$ cat src/rtl/demux_1to8.sv
// 1-to-8 demultiplexer. The input goes to output {s2,s1,s0} and every other output is zero.
// The outputs are registered by default. Set REGISTERED=0 to get a purely combinational path.

module demux_1to8_lane #(
  parameter int unsigned DATA_W     = 1,
  parameter int unsigned LANE       = 0,
  parameter bit          REGISTERED = 1'b1
) (
  input  logic              clk,
  input  logic              rst,
  input  logic [2:0]        i_sel,
  input  logic [DATA_W-1:0] i_in,
  output logic [DATA_W-1:0] o_out
);
  logic [DATA_W-1:0] w_dec;

  assign w_dec = (i_sel == 3'(LANE)) ? i_in : '0;

  generate
    if (REGISTERED) begin : g_reg
      logic [DATA_W-1:0] r_q;
      always_ff @(posedge clk or posedge rst) begin
        if (rst) r_q <= '0;
        else     r_q <= w_dec;
      end
      assign o_out = r_q;
    end else begin : g_comb
      // clk/rst have no role in the combinational variant
      logic w_unused;
      assign w_unused = clk ^ rst;
      assign o_out    = w_dec;
    end
  endgenerate
endmodule

module demux_1to8 #(
  parameter int unsigned DATA_W     = 1,
  parameter bit          REGISTERED = 1'b1
) (
  input  logic              clk,
  input  logic              rst,
  input  logic [DATA_W-1:0] in,
  input  logic              s0,
  input  logic              s1,
  input  logic              s2,
  output logic [DATA_W-1:0] d0,
  output logic [DATA_W-1:0] d1,
  output logic [DATA_W-1:0] d2,
  output logic [DATA_W-1:0] d3,
  output logic [DATA_W-1:0] d4,
  output logic [DATA_W-1:0] d5,
  output logic [DATA_W-1:0] d6,
  output logic [DATA_W-1:0] d7
);
  localparam int unsigned NUM_LANES = 8;

  logic [2:0]                        w_sel;
  logic [NUM_LANES-1:0][DATA_W-1:0]  w_out;

  assign w_sel = {s2, s1, s0};

  generate
    for (genvar g = 0; g < NUM_LANES; g++) begin : g_lane
      demux_1to8_lane #(
        .DATA_W     (DATA_W),
        .LANE       (g),
        .REGISTERED (REGISTERED)
      ) u_lane (
        .clk   (clk),
        .rst   (rst),
        .i_sel (w_sel),
        .i_in  (in),
        .o_out (w_out[g])
      );
    end
  endgenerate

  assign d0 = w_out[0];
  assign d1 = w_out[1];
  assign d2 = w_out[2];
  assign d3 = w_out[3];
  assign d4 = w_out[4];
  assign d5 = w_out[5];
  assign d6 = w_out[6];
  assign d7 = w_out[7];
endmodule

$ cat config.mk
export PLATFORM = sky130hd
export DESIGN_NAME = demux_1to8
export DESIGN_NICKNAME = d
export VERILOG_FILES = /design/src/rtl/demux_1to8.sv
export SDC_FILE = /design/constraint.sdc
export NUM_CORES = 1
export LEC_CHECK = 0
export CORE_AREA = 5 5 42 44
export DETAILED_ROUTE_END_ITERATION = 10
export DIE_AREA = 0 0 47 49
export PLACE_DENSITY = 0.48
export SYNTH_ARGS = -nofsm -noshare
export SYNTH_HDL_FRONTEND = slang
export SYNTH_SLANG_ARGS = --single-unit
$ cat constraint.sdc
create_clock -name clk -period 0.8 [get_ports clk]
set_input_delay 0.12 -clock clk [delete_from_list [all_inputs] [get_ports clk]]
set_output_delay 0.12 -clock clk [all_outputs]
set_load 0.05 [all_outputs]
## After elaboration in Yosys (flattened, before gate mapping)

Index checks and enable logic that the tools add are counted.

- Output and inout port bits: 8
- Bits in writable memories: 0
- Bits in read-only memories: 0
- Register bits: 8
- Logic and storage cells: 24
- Latch bits: 0
- Input port bits: 6
- Memories kept: 0

- Multipliers: 0
- Bitwise gates (word level): 0
- Order comparisons: 0
- Shifts and indexed selects: 0
- Equality and inequality tests: 7
- Reduce and logical (&&, ||, !) cells: 1
- Multiplexer cells: 8
- Add/subtract/negate cells: 0
- Divide/modulo/power cells: 0

Operators with widths:

| kind | number |
|---|---|
| 3-bit equality test (second input constant) | 4 |
| 1-bit two-way mux | 8 |
| 3-bit by 2-bit equality test with 1-bit output (second input constant) | 2 |
| 3-bit by 1-bit equality test with 1-bit output (second input constant) | 1 |
| 3-bit logical NOT | 1 |

## Logic depth before layout (Yosys ltp)

- Depth in word-level cells: 2
- Mapped depth: 1
- Depth with buffers taken out: 1

## Cells and area by module

A second synthesis with hierarchy kept.

- Cells, all modules: 24
- Area total of the unflattened synthesis: 321.6 µm²

Modules (own cells, without submodules):

| module | cells an instance | times used | seq. area each (µm²) | area an instance (µm²) |
|---|---|---|---|---|
| demux_1to8_lane (g_lane[1].u_lane ...) | 3 | 3 | 25.0 | 41.3 |
| demux_1to8_lane (g_lane[3].u_lane ...) | 3 | 3 | 25.0 | 38.8 |
| demux_1to8_lane (g_lane[0].u_lane) | 3 | 1 | 25.0 | 43.8 |
| demux_1to8_lane (g_lane[7].u_lane) | 3 | 1 | 25.0 | 37.5 |

## Least setup slack after synthesis

No wires, ideal clock.

- Kind: register to output
- From: register g_lane[0].u_lane.g_reg.r_q
- To: output d0
- Path buffers: 0
- Setup slack: 0.094 ns
- Required time: 0.680 ns
- Data arrival time: 0.586 ns
- Cell stages (with the launch flop): 1
- Path through: dfrtp_1

RTL lines:

| item | line | text |
|---|---|---|
| from (decl) | 21 | `logic [DATA_W-1:0] r_q;` |
| from (signal assigned) | 24 | `else r_q <= w_dec;` |
| to (decl) | 46 | `output logic [DATA_W-1:0] d0,` |

No word-level cell between the ends.

## Final worst setup path

- From: register g_lane[2].u_lane.g_reg.r_q
- To: output d2

RTL lines:

| item | line | text |
|---|---|---|
| from (decl) | 21 |  |
| from (signal assigned) | 24 |  |
| to (decl) | 48 | `output logic [DATA_W-1:0] d2,` |

No word-level cell between the ends.

==> impl_metrics.py <==
metrics = {
    "timing": {
        "hold_ws_ns": 0.1166,
        "grt_setup_unrepaired": "yes",
        "slew_headroom_pct": 79.75,
        "setup_viol": 8,
        "worst_slew_pin_slew_ns": 0.3034,
        "hold_violations": 0,
        "max_clock_freq_ghz": 1.084,
        "period_share_pct": 115.3,
        "tns_ns": -0.9092,
        "slew_viol_final": 0,
        "setup_ws_ns": -0.1224,
        "period_needed_ns": 0.9224,
    },
    "run_status": {
        "status": "complete, but fails checks",
        "violations": "negative setup slack",
    },
    "placement": {
        "numPortBuffers": 13,
        "gp_congestion": 0.6947,
        "dp_hpwl_um": 451.4,
        "post-place-ws_ns": -0.3034,
    },
    "grt": {
        "grt_most_used_layer": "met4",
        "use_met1_pct": 5.656,
        "grt_usage_pct": 6.326,
        "met2_usage_pct": 7.240,
        "overflow": 0,
        "grt_max_degree": 9,
        "grt_pass1_wl_um": 890,
        "grt_pass1_vias": 197,
        "antenna_found_initial": 0,
        "grtUsageMet3_pct": 4.059,
    },
    "clock_network": {
        "cts_tree": "yes",
        "cts_inserted_buffers": 3,
        "clkTransAtPathRegs_ns": 0.05,
        "clock_sinks": 8,
        "clock_path_buffers": 2,
        "post_cts_buffers": 0,
        "hold_buffers": 0,
        "htree_levels": 1,
        "cts-root-buf": "clkbuf_4",
    },
    "hold_path": {
        "hold_path_class": "input port to asynchronous set/reset pin",
    },
    "setup_path": {
        "worstPathCellList": "buf_12",
        "cp.arrival_ns": 0.80,
        "end_kind": "output pin",
        "cp_num_buf_inv": 1,
        "critPathMaxStageDelay_ns": 0.40,
        "critical_path_class": "flip-flop to output pin",
        "cp.required_ns": 0.68,
        "startpoint_type": "flip-flop",
        "path_delay_family": "flip-flops",
        "crit_fanout": 1,
        "crit_slowest_cell": "dfrtp_1",
    },
    "power": {
        "power_density_mw_per_mm2": 1564,
        "vdd_drop_max_mv": 0.6259,
        "power_leakage_nw": 0.2524,
    },
    "logic_synthesis": {
        "synth_top_area_share_pct": 66.67,
        "synth_area_leaders": "dfrtp_1, and4bb_2, and4b_2",
        "synth_flop_cell": "dfrtp_1",
        "synth-seq-cells": 8,
        "ys_seq_area_share_pct": 66.67,
        "yosysMostFrequentCell": "dfrtp_1",
        "syn_inst": 17,
        "synth_edf_count": 0,
        "netlist.top_cell.by_area": "dfrtp_1",
        "syn_area_per_cell_sq_um": 17.66,
        "synthArstFlopShare_pct": 100.0,
        "synth_commonest_cells": "dfrtp_1, and4b_2, and4bb_2",
        "synth_warnings": 0,
        "syn_area_sq_um": 300.3,
        "ys_types": 6,
        "syn_nets": 23,
    },
    "final_layout": {
        "largest_reg_flops": 8,
        "antenna_cells": 0,
        "nFillCells": 144,
        "layout-drive-gt1-share_pct": 57.58,
        "areaGrowthSynthToFinish_pct": 82.92,
        "nets": 41,
    },
    "routing": {
        "via_per_inst": 4.000,
        "vias": 196,
        "drt_iter0_drc": 0,
        "drt_first_pass_iters": 1,
        "routedWlPerCell_um": 11.39,
        "antenna_left": 0,
        "post-route-drc-count": 0,
        "routed_wl_um": 558,
    },
    "floorplan": {
        "core_area_sq_mm": 0.001401,
        "start_util_pct": 21.43,
        "rows": 14,
        "dieArea_sq_mm": 0.002303,
        "ios": 14,
        "die_x_um": 47,
        "die_h_um": 49,
    },
    "flow_run": {
        "maxCapViolations": 0,
    },
}
layout by cell type, fill, tap and decap left out:
cell             n
inv_1            1
nor4b_2          1
clkdlybuf4s50_1  2
and4b_2          3
dfrtp_1          8
clkbuf_4         3
and4bb_2         3
buf_12           8
dlygate4sd2_1    3
and4_2           1
logic make-up after synthesis:
logic type,Yosys count,synth area share (%)
AND/OR/NAND/NOR,8,32.08
flip-flops,8,66.67
buffers and inverters,1,1.249
through the flow:
stage	instances	cell area [sq um]	power [W]	utilization [%]
after floorplan	17	300.3	0.0004844	-
after global placement	46	530.5	0.0005728	37.86
after detailed placement	46	530.5	0.0005766	37.86
after CTS	49	549.3	0.0008790	39.20
after global routing	49	549.3	0.0009042	39.20
final	49	549.3	0.0008592	39.20
per-layer routing:
layer / vias to the layer above / part of all wire, %
met5: - / 0
met4: 0 / 3.4
met3: 2 / 14
met2: 11 / 45
met1: 83 / 37
li1: 100 / -
path summary, 6_finish.rpt:
check	startpoint	end	slack [ns]	cells past startpoint
worst min-delay path	rst	g_lane[1].u_lane.o_out	0.12	2
min in group clk	s2	g_lane[0].u_lane.o_out	0.30	2
max in group asynchronous	rst	g_lane[3].u_lane.o_out	0.45	2
worst max-delay path	g_lane[2].u_lane.o_out	d2	-0.12	1
where the power goes:
group	leakage [nW]	total, W	internal, W	switching, W
Combinational	0.129	0.000139	0.0000690	0.0000696
Sequential	0.110	0.000424	0.000416	0.00000845
Clock	0.0138	0.000296	0.000171	0.000125
Total	0.252	0.000859	0.000656	0.000203
what timing repair did:
item | 4_1_cts | 5_1_grt
endpoints found under the hold margin | 0 | 0
resized for setup | 3 | 0
gates cloned | 0 | 0
endpoints found under the setup margin | 14 | 8
cell type report:
| cell class | count | area [sq um] | area share, % |
|---|---|---|---|
| flip-flops and latches | 8 | 200.2 | 36.45 |
| inverters | 1 | 3.754 | 0.6834 |
| clock buffers | 3 | 22.52 | 4.100 |
| repair buffers | 13 | 206.4 | 37.59 |
| multi-input cells | 8 | 96.34 | 17.54 |
| well taps | 16 | 20.02 | 3.645 |
(Power assumes the default switching activity.)
